**src/rtl/tnn_neuron_sequencer.sv**
```systemverilog
// Sequences NUM_NEUR logical TNN neurons onto one shared combinational neuron.
// Per-neuron operand routing comes from a writable table; results are majority-voted.
module tnn_neuron_sequencer #(
  parameter int NUM_FEAT = 9,
  parameter int NUM_NEUR = 5,
  parameter int SEL_W    = 4
) (
  input  logic                  clk,
  input  logic                  rst,
  input  logic                  in_valid,
  output logic                  in_ready,
  input  logic [2*NUM_FEAT-1:0] in_features,
  input  logic                  cfg_we,
  input  logic [2:0]            cfg_neur,
  input  logic [2:0]            cfg_slot,
  input  logic [SEL_W-1:0]      cfg_idx,
  output logic [13:0]           neur_in,
  input  logic                  neur_out,
  output logic                  out_valid,
  input  logic                  out_ready,
  output logic [NUM_NEUR-1:0]   out_vec,
  output logic                  out_class,
  output logic                  busy,
  output logic                  cfg_drop
);

  localparam int NUM_ENT = NUM_NEUR * 7;

  typedef enum logic [1:0] {
    IDLE  = 2'd0,
    DRIVE = 2'd1,
    CAPT  = 2'd2,
    DONE  = 2'd3
  } state_t;

  state_t                state_r, state_next_s;
  logic [2*NUM_FEAT-1:0] feat_r;
  logic [2:0]            n_r;
  logic [SEL_W-1:0]      route_r [NUM_ENT];
  logic [13:0]           ops_s;
  logic [NUM_NEUR-1:0]   vec_next_s;
  logic                  class_next_s;
  logic                  cfg_open_s;
  logic                  cfg_addr_ok_s;
  logic                  last_s;

  // Out-of-range indices select a zero operand.
  function automatic logic [1:0] pick_feat(input logic [2*NUM_FEAT-1:0] feat,
                                           input logic [SEL_W-1:0] idx);
    logic [1:0] op;
    op = 2'b00;
    for (int i = 0; i < NUM_FEAT; i++) begin
      if (idx == SEL_W'(i)) begin
        op = feat[2*i +: 2];
      end else begin
        op = op;
      end
    end
    return op;
  endfunction

  assign cfg_open_s    = (state_r == IDLE) || (state_r == DONE);
  assign cfg_addr_ok_s = ({1'b0, cfg_neur} < 4'(NUM_NEUR)) && (cfg_slot != 3'd7);
  assign last_s        = (n_r == 3'(NUM_NEUR - 1));

  // Next-state logic.
  always_comb begin
    state_next_s = state_r;
    case (state_r)
      IDLE:    state_next_s = in_valid ? DRIVE : IDLE;
      DRIVE:   state_next_s = CAPT;
      CAPT:    state_next_s = last_s ? DONE : DRIVE;
      DONE:    state_next_s = out_ready ? IDLE : DONE;
      default: state_next_s = IDLE;
    endcase
  end

  // Operand mux for the neuron currently selected by n_r.
  always_comb begin
    ops_s = 14'd0;
    for (int n = 0; n < NUM_NEUR; n++) begin
      for (int s = 0; s < 7; s++) begin
        if (n_r == 3'(n)) begin
          ops_s[2*s +: 2] = pick_feat(feat_r, route_r[n*7 + s]);
        end else begin
          ops_s[2*s +: 2] = ops_s[2*s +: 2];
        end
      end
    end
  end

  // Firing vector with the current capture merged in, and its majority vote.
  always_comb begin
    logic [3:0] cnt;
    vec_next_s = out_vec;
    cnt        = 4'd0;
    for (int n = 0; n < NUM_NEUR; n++) begin
      if (n_r == 3'(n)) begin
        vec_next_s[n] = neur_out;
      end else begin
        vec_next_s[n] = out_vec[n];
      end
      cnt = cnt + 4'(vec_next_s[n]);
    end
    class_next_s = (cnt > 4'(NUM_NEUR / 2));
  end

  // Routing table: defaults on reset, writes only while not evaluating.
  always_ff @(posedge clk or posedge rst) begin
    if (rst) begin
      for (int n = 0; n < NUM_NEUR; n++) begin
        for (int s = 0; s < 7; s++) begin
          route_r[n*7 + s] <= SEL_W'((n + s) % NUM_FEAT);
        end
      end
    end else if (cfg_we && cfg_open_s && cfg_addr_ok_s) begin
      for (int n = 0; n < NUM_NEUR; n++) begin
        for (int s = 0; s < 7; s++) begin
          if (cfg_neur == 3'(n) && cfg_slot == 3'(s)) begin
            route_r[n*7 + s] <= cfg_idx;
          end
        end
      end
    end
  end

  // Sequencer state, datapath registers and registered status outputs.
  always_ff @(posedge clk or posedge rst) begin
    if (rst) begin
      state_r   <= IDLE;
      feat_r    <= '0;
      n_r       <= 3'd0;
      neur_in   <= 14'd0;
      out_vec   <= '0;
      out_class <= 1'b0;
      cfg_drop  <= 1'b0;
      in_ready  <= 1'b1;
      out_valid <= 1'b0;
      busy      <= 1'b0;
    end else begin
      state_r   <= state_next_s;
      in_ready  <= (state_next_s == IDLE);
      out_valid <= (state_next_s == DONE);
      busy      <= (state_next_s == DRIVE) || (state_next_s == CAPT);
      if (cfg_we && !cfg_open_s) begin
        cfg_drop <= 1'b1;
      end
      case (state_r)
        IDLE: begin
          if (in_valid) begin
            feat_r <= in_features;
            n_r    <= 3'd0;
          end
        end
        DRIVE: neur_in <= ops_s;
        CAPT: begin
          out_vec <= vec_next_s;
          if (last_s) begin
            out_class <= class_next_s;
          end else begin
            n_r <= n_r + 3'd1;
          end
        end
        DONE:    ;
        default: ;
      endcase
    end
  end

endmodule

```
**config.mk**
```make
export PLATFORM = sky130hd
export DESIGN_NAME = tnn_neuron_sequencer
export DESIGN_NICKNAME = d
export VERILOG_FILES = /design/src/rtl/tnn_neuron_sequencer.sv
export SDC_FILE = /design/constraint.sdc
export NUM_CORES = 1
export LEC_CHECK = 0
export ABC_AREA = 0
export CAP_MARGIN = 10
export CORE_ASPECT_RATIO = 0.75
export CORE_MARGIN = 8
export CORE_UTILIZATION = 40
export DETAILED_ROUTE_END_ITERATION = 16
export DONT_BUFFER_PORTS = 1
export HOLD_SLACK_MARGIN = 0.1
export PLACE_DENSITY = 0.54
export SLEW_MARGIN = 20
export SYNTH_ARGS = -nofsm -noshare
export SYNTH_HDL_FRONTEND = slang
export SYNTH_SLANG_ARGS = --single-unit
```
**constraint.sdc**
```tcl
create_clock -name clk -period 7.3 [get_ports clk]
set_clock_uncertainty 0.1 [all_clocks]
set_input_delay 1.825 -clock clk [delete_from_list [all_inputs] [get_ports clk]]
set_output_delay 1.825 -clock clk [all_outputs]
set_load 0.02 [all_outputs]
```
==> results of run 1 <==
==> final cells by class <==
class,instances,area (sq um)
Clock buffer,19,453
Inverter,54,210
Fill cell,3720,22200
Timing Repair Buffer,28,210
Tap cell,512,641
Sequential cell,187,4750
Clock inverter,13,141
Multi-Input combinational cell,1311,9670
==> metrics by stage <==
| step | power, W | util | cells | worst slack [ps] | hold slack [ps] |
|---|---|---|---|---|---|
| finish | 0.00597 | 0.420 | 2124 | 3590 | 413 |
| CTS | 0.00588 | 0.420 | 2124 | 3830 | 419 |
| global placement | 0.00482 | 0.405 | 2092 | 3380 | 392 |
| detailed placement | 0.00488 | 0.405 | 2092 | 3370 | 402 |
| floorplan | 0.00383 | - | 1743 | 381 | 393 |
| global route | 0.00626 | 0.420 | 2124 | 3650 | 450 |
==> sequential cells by signal, indices dropped and copies added, names as in the netlist <==
register	flops
out_valid	1
neur_in	14
out_vec	5
route_r	140
state_r	2
busy	1
n_r	3
feat_r	18
cfg_drop	1
in_ready	1
out_class	1
==> worst max-delay path by stage <==
stage                           start      endpoint  slack, ps  cells past startpoint
final                       feat_r[2]    neur_in[4]       3590                      8
after global routing        feat_r[2]    neur_in[4]       3650                      8
after CTS                   feat_r[2]    neur_in[4]       3830                      8
after detailed placement  cfg_neur[1]  route_r[138]       3370                      5
after global placement    cfg_neur[1]  route_r[137]       3380                      5
after floorplan                   rst          busy        380                      1
==> placed cells by master, fill, tap and decap left out, drive strengths merged, types with 19 or more instances in the layout <==
cell type  Yosys  layout
inv           53      55
clkbuf       106      19
buf           85      28
dfrtp        132     132
mux4          32      32
nand3         37      37
nand2b        35      35
a211oi        26      26
nand2        124     124
o21ai         95      95
dfstp         55      55
nor3          39      39
a21oi        112     112
nor3b         20      20
mux2i         85      85
nor2         136     136
a31oi         30      30
mux2         170     170
nand3b        26      26
nor2b         36      36
o22ai         25      25
==> power by group through the flow <==
stage | combinational (W) | clock (W) | sequential, W
after global placement | 0.00298 | 0 | 0.00185
after global routing | 0.00332 | 0.00105 | 0.00189
after floorplan | 0.00233 | 0 | 0.00149
after detailed placement | 0.00302 | 0 | 0.00185
after CTS | 0.00303 | 0.00101 | 0.00183
final | 0.00312 | 0.00100 | 0.00185
==> logic make-up (layout without fill, tap and decap cells) <==
group | after synthesis | after routing
compound gates | 473 | 473
fa+ha+maj | 15 | 15
buf+inv | 245 | 114
flops | 187 | 187
mux | 287 | 287
simple gates | 536 | 536
==> worst max-delay path: stages, from the launching register on <==
cell,delay [ps]
dfrtp_1,760
buf_4,430
inv_1,440
o22ai_1,140
a222oi_1,360
a211o_1,150
a21oi_1,70
nor4_1,890
o22ai_1,210
==> metal layers <==
metal  wire (um)  track usage
met4        1810       0.0884
met5           0            0
met2       24700        0.360
met1       25500        0.354
met3        5490       0.0487
==> impl_metrics.yaml, run 1 <==
sta:
  fmax_mhz: 269
  period_share: 0.509
  setup_viol_count_final: 0
  rsz0062_at_grt: "false"
  maxSlewHeadroom: 0.285
  finalSetupTns_ps: 0
  tightestPinTransition_ps: 1070
  hold_viol: 0
  layout_min_cycle_time_ps: 3710
  drv_slew: 0
synth:
  synthDistinctLibCells: 86
  yosys.area.top_type: "dfrtp_1"
  avgSynthCellArea_sq_um: 8.88
  synth_edf_count: 0
  yosysSeqAreaShare: 0.307
  synthAdderAreaFrac: 0.0131
  synth_mux_area_frac: 0.225
  synth.most_common_cell: "mux2_2"
  synth_top_family_by_area: "multiplexers"
  yosys_warnings: 0
  synthArstFlopShare: 1.00
  syn_area_sq_um: 15500
  synth_nets: 1792
  ys_ff_latch: 187
  synth_compound_area_frac: 0.204
  synth_area_leaders: "dfrtp_1, mux2_2, dfstp_2"
  synthSimpleGateAreaFrac: 0.182
  synth_top_area_share: 0.214
  synth_top_flop_cell: "dfrtp_1"
  synth_common_cells: "mux2_2, dfrtp_1, nor2_1"
  synth-xor-area-share: 0
  synthCells: 1743
floorplan:
  dieArea_sq_um: 45300
  num_rows: 62
  dieHeight_um: 186
  core_area_sq_um: 38200
  ios: 58
  die_x_um: 243
  start_util: 0.405
power_and_ir_drop:
  pwr-share-clk: 0.168
  p_int_w: 0.00297
  p_seq_frac: 0.309
  pwr-share-comb: 0.523
  leakage_nw: 6.01
  power.switching_w: 0.00300
  irDropWorstVdd_v: 0.000435
  power_density_nw_per_um2: 371
  switching_share: 0.502
setup_path:
  path_class: "reg -> reg"
  end_kind: "flip-flop"
  cp_max_fo: 16
  reg2reg_depth: 8
  start_kind: "flip-flop"
  critical_path_required_ps: 7520
  arrival_ps: 3930
  timing.rr.start: "feat_r[2]"
  ff2ff_setup_slack_ps: 3590
  rr_endpoint: "neur_in[4]"
grt:
  grt_pass1_vias: 13000
  grt_pass1_wl_um: 86400
  antenna_found_initial: 0
  grt_overflow: 0
  grt_start_max_net_pins: 126
  grt_usage: 0.246
placed_design:
  routabilityCongestion: 0.874
  dp_hpwl_um: 34600
  io_buffers: 0
  dpl_cell_area_sq_um: 15500
clocking:
  h-tree-depth: 4
  cts_tree: "yes"
  cts_resized: 0
  clk_pin_slew_ps: 80
  cts_buffers: 17
  insertion_delay_ps: 470
  cts_setup_buffers: 0
  clockBufferDepth: 2
  hold_buffers: 0
  root_buffer: "clkbuf_16"
  clock-sinks: 187
final_layout:
  drive_above_1_share: 0.215
  fin_nets: 1648
  fin_area_sq_um: 16100
  area_growth_pct: 3.88
  diodes: 0
drt:
  drtIter0Drc: 1822
  wire_per_inst_um: 27.1
  vias: 14100
  wirelength_um: 57600
  drc: 0
  ant_nets: 0
  routed_via_density: 6.66
  first_pass_iters: 6
hold_path:
  hold_path_startpoint: "feat_r[11]"
  holdCritPathClass: "reg -> reg"
  hold_end: "feat_r[11]"
  min_path_cells: 1
job:
  cap_violations: 0
outcome:
  status: "finished clean"
(Power assumes the default switching activity.)
==> run 2, diff against run 1 <==
clock period = 3.1 ns   (was 7.3 ns; I/O delays follow)
==> impl_metrics.yaml, run 2 (synthesis results as in run 1) <==
grt:
  grt_usage: 0.248
  antenna_found_initial: 2
  grt_start_max_net_pins: 50
  grt_pass1_vias: 13100
  grt_pass1_wl_um: 86400
  grt_overflow: 0
clocking:
  clock-sinks: 187
  cts_tree: "yes"
  root_buffer: "clkbuf_16"
  hold_buffers: 0
  cts_setup_buffers: 0
  h-tree-depth: 4
  cts_resized: 0
  clockBufferDepth: 2
  insertion_delay_ps: 470
  clk_pin_slew_ps: 70
  cts_buffers: 17
sta:
  drv_slew: 0
  maxSlewHeadroom: 0.411
  tightestPinTransition_ps: 884
  fmax_mhz: 347
  hold_viol: 0
  layout_min_cycle_time_ps: 2880
  setup_viol_count_final: 0
  period_share: 0.930
  finalSetupTns_ps: 0
  rsz0062_at_grt: "false"
drt:
  wirelength_um: 58000
  routed_via_density: 6.58
  ant_nets: 0
  drtIter0Drc: 1971
  vias: 14300
  wire_per_inst_um: 26.8
  first_pass_iters: 7
  drc: 0
setup_path:
  start_kind: "flip-flop"
  crit_family: "adder cells"
  slowest_delay_ps: 470
  cp_max_fo: 4
  end_kind: "flip-flop"
  cp_cell_sequence: "inv_1, ha_1, nor2b_2, mux2i_2, fa_1, fa_1, inv_1, ha_1, nand2_1, nor2_1, o31ai_1"
  critPathBufInv: 2
  cp_slowest_cell: "fa_1"
  path_class: "reg -> reg"
  arrival_ps: 3160
  critical_path_required_ps: 3380
power_and_ir_drop:
  irDropWorstVdd_v: 0.000742
  finalPower_w: 0.0147
  power_density_nw_per_um2: 886
  leakage_nw: 6.27
floorplan:
  core_area_sq_um: 38200
  dieArea_sq_um: 45300
  start_util: 0.405
  dieHeight_um: 186
  die_x_um: 243
  num_rows: 62
  ios: 58
final_layout:
  largest-register: "route_r"
  layout_common_cells: "mux2_2, dfrtp_1, nor2_1"
  largest_reg_flops: 140
  area_growth_pct: 7.07
  final_common_cell: "mux2_2"
  fin_nets: 1689
  diodes: 0
  reg.largest.list: "route_r (140), feat_r (18), neur_in (14)"
  drive_above_1_share: 0.234
hold_path:
  holdCritPathClass: "in -> async"
placed_design:
  io_buffers: 0
  dp_hpwl_um: 37800
  routabilityCongestion: 0.922
outcome:
  status: "finished clean"
job:
  cap_violations: 0
run 2: cell count changes in the layout (fill, tap and decap cells not counted), moves of 3 or more:
cell / delta
buf_4: +30
buf_12: +11
bufinv_16: +3
clkbuf_1: +3
clkinv_4: -3
run 2: final cells by class:
cell class	count	area, sq um
Clock buffer	21	450
Clock inverter	11	191
Inverter	54	206
Timing Repair Buffer	69	656
Tap cell	512	641
Sequential cell	187	4750
Multi-Input combinational cell	1311	9670
Fill cell	3685	21700
run 2: worst reg2reg max path: stages (launching register included):
cell and delay [ps]:
dfrtp_1 430, inv_1 130, ha_1 210, nor2b_2 220, mux2i_2 280, fa_1 470
fa_1 410, inv_1 70, ha_1 220, nand2_1 70, nor2_1 40, o31ai_1 170
run 2: metrics by stage:
step | setup slack, ps | hold WS, ps | cells | area (sq um) | util
finish | 217 | 164 | 2165 | 16600 | 0.433
global route | 39.7 | 184 | 2165 | 16600 | 0.433
CTS | 170 | 165 | 2165 | 16600 | 0.433
detailed placement | 187 | 416 | 2133 | 15900 | 0.416
global placement | 232 | 422 | 2133 | 15900 | 0.416
floorplan | -137 | 393 | 1743 | 15500 | -
run 2: where the power goes:
part	switching (W)	internal, W	total (W)
combinational	0.00466	0.00312	0.00778
sequential	0.00136	0.00303	0.00439
clock	0.00104	0.00145	0.00250
total	0.00706	0.00761	0.0147
run 2: per-layer routing:
metal / share of wire / vias up / global-route usage
met1: 0.43 / 6956 / 0.351
met3: 0.12 / 143 / 0.0716
li1: - / 6284 / -
met4: 0.032 / 4 / 0.0872
met5: 0.00047 / - / 0
met2: 0.42 / 865 / 0.355
run 2: worst paths after layout:
| check | start | endpoint | slack, ps | depth (start not counted) |
|---|---|---|---|---|
| hold reg to reg | route_r[123] | route_r[123] | 430 | 1 |
| max in group asynchronous | rst | route_r[52] | 1930 | 2 |
| setup / recovery | n_r[1] | out_class | 220 | 11 |
| min in group clk | cfg_idx[0] | route_r[20] | 330 | 2 |
| hold / removal | rst | feat_r[10] | 160 | 1 |
| setup reg to reg | n_r[1] | out_class | 220 | 11 |
==> run 3, diff against run 2 <==
--- a/config.mk
+++ b/config.mk
@@ -9,2 +9,4 @@
 export CAP_MARGIN = 10
+export CELL_PAD_IN_SITES_DETAIL_PLACEMENT = 1
+export CELL_PAD_IN_SITES_GLOBAL_PLACEMENT = 1
 export CORE_ASPECT_RATIO = 0.75
@@ -15,3 +17,3 @@
 export HOLD_SLACK_MARGIN = 0.1
-export PLACE_DENSITY = 0.54
+export PLACE_DENSITY = 0.67
 export SLEW_MARGIN = 20
==> constraint.sdc (replaced) <==
create_clock -name clk -period 3.1 [get_ports clk]
set_clock_uncertainty 0.1 [all_clocks]
set_input_delay 0.31 -clock clk [delete_from_list [all_inputs] [get_ports clk]]
set_output_delay 0.31 -clock clk [all_outputs]
set_load 0.02 [all_outputs]
==> impl_metrics.yaml, run 3 (synthesis results as in run 1) <==
grt:
  grt_pass1_wl_um: 97300
  antenna_found_initial: 0
  grt_pass1_vias: 14700
  grt_start_max_net_pins: 55
  grt_usage: 0.277
  grt_overflow: 0
clocking:
  clock-sinks: 187
  clk_pin_slew_ps: 80
  clockBufferDepth: 2
  h-tree-depth: 4
  cts_buffers: 17
  root_buffer: "clkbuf_16"
  cts_tree: "yes"
  insertion_delay_ps: 470
setup_path:
  ff2ff_setup_slack_ps: 200
  cp_cell_sequence: "buf_4, mux2i_1, nand2_1, a32o_1, a221oi_1, o21ai_0, nor4_1, o22ai_1"
  critical_path_required_ps: 3330
  crit_family: "flip-flops"
  reg2reg_depth: 8
  arrival_ps: 3130
  timing.rr.start: "feat_r[0]"
  cp_max_fo: 17
  end_kind: "flip-flop"
  cp_slowest_cell: "dfrtp_1"
  path_class: "reg -> reg"
  rr_endpoint: "neur_in[4]"
  slowest_delay_ps: 830
  start_kind: "flip-flop"
  critPathBufInv: 1
drt:
  routed_via_density: 6.69
  drtIter0Drc: 1733
  wire_per_inst_um: 29.0
  first_pass_iters: 5
  drc: 0
  wirelength_um: 64300
  ant_nets: 0
  vias: 14800
sta:
  fmax_mhz: 345
  drv_slew: 0
  rsz0062_at_grt: "false"
  layout_min_cycle_time_ps: 2900
  tightestPinTransition_ps: 1170
  maxSlewHeadroom: 0.220
  hold_viol: 0
  finalSetupTns_ps: 0
  setup_viol_count_final: 0
  period_share: 0.936
floorplan:
  ios: 58
  die_x_um: 243
  core_area_sq_um: 38200
  dieArea_sq_um: 45300
  start_util: 0.405
  dieHeight_um: 186
  num_rows: 62
hold_path:
  hold_end: "out_vec[2]"
  holdCritPathClass: "in -> reg"
  min_path_cells: 2
  hold_path_startpoint: "neur_out"
power_and_ir_drop:
  irDropWorstVdd_v: 0.000703
  finalPower_w: 0.0152
  power_density_nw_per_um2: 890
  leakage_nw: 6.50
final_layout:
  regArea_sq_um: 4750
  largest_reg_flops: 140
  area_growth_pct: 10.2
  layout_common_cells: "mux2_2, nor2_1, dfrtp_1"
  fin_nets: 1741
  n_fill_cell: 4374
  drive_above_1_share: 0.244
  largest-register: "route_r"
  reg.largest.list: "route_r (140), feat_r (18), neur_in (14)"
  final_common_cell: "mux2_2"
  multi_input_area_sq_um: 9670
outcome:
  status: "finished clean"
placed_design:
  io_buffers: 0
  dp_hpwl_um: 43200
  routabilityCongestion: 0.916
job:
  cap_violations: 0
-- run 3: cell count changes in the layout (fill, tap and decap cells not counted), sizes merged --
cell,previous run,this run
buf,69,94
bufinv,5,2
clkbuf,21,24
diode,0,1
dlygate4sd3,0,27
-- run 3: power by group --
group	internal [W]	switching (W)	total (W)
registers	0.00303	0.00168	0.00471
clock network	0.00128	0.00109	0.00237
logic	0.00333	0.00475	0.00808
-- run 3: layer usage --
metal,vias to the layer above,track usage,routed length (um)
met2,703,0.412,27800
met1,7630,0.394,28700
met3,124,0.0622,5740
met5,-,0,0
li1,6390,-,-
met4,0,0.0914,2060
-- run 3: what timing repair did --
action / CTS / global route
resized for setup: 0 / 5
endpoints found under the hold margin: 219 / 0
setup endpoints to repair: 0 / 1
hold buffers: 31 / 0
setup buffers: 0 / 1
-- run 3: cell type report --
cell class / instances / share of cell area
Clock buffer: 24 / 0.0289
Clock inverter: 8 / 0.00639
Antenna cell: 1 / 0.000147
Multi-Input combinational cell: 1311 / 0.567
Inverter: 54 / 0.0121
Tap cell: 512 / 0.0376
Sequential cell: 187 / 0.279
Timing Repair Buffer: 121 / 0.0686
-- run 3: through the flow --
step	area [sq um]	hold slack, ps	utilization	worst slack, ps	cells
detailed placement	16000	171	0.419	139	2153
CTS	17000	121	0.445	128	2216
floorplan	15500	331	-	29.7	1743
finish	17000	121	0.446	200	2218
global route	17000	137	0.446	11.9	2217
global placement	16000	168	0.419	205	2153
-- run 3: worst max path at each step --
stage                          from         end  slack (ps)  cells past startpoint
after floorplan              n_r[2]   out_class          30                     13
after global placement       n_r[1]   out_class         200                     11
after detailed placement     n_r[1]   out_class         140                     11
after CTS                    n_r[1]   out_class         130                     11
after global routing         n_r[1]   out_class          10                     11
final                     feat_r[0]  neur_in[4]         200                      8
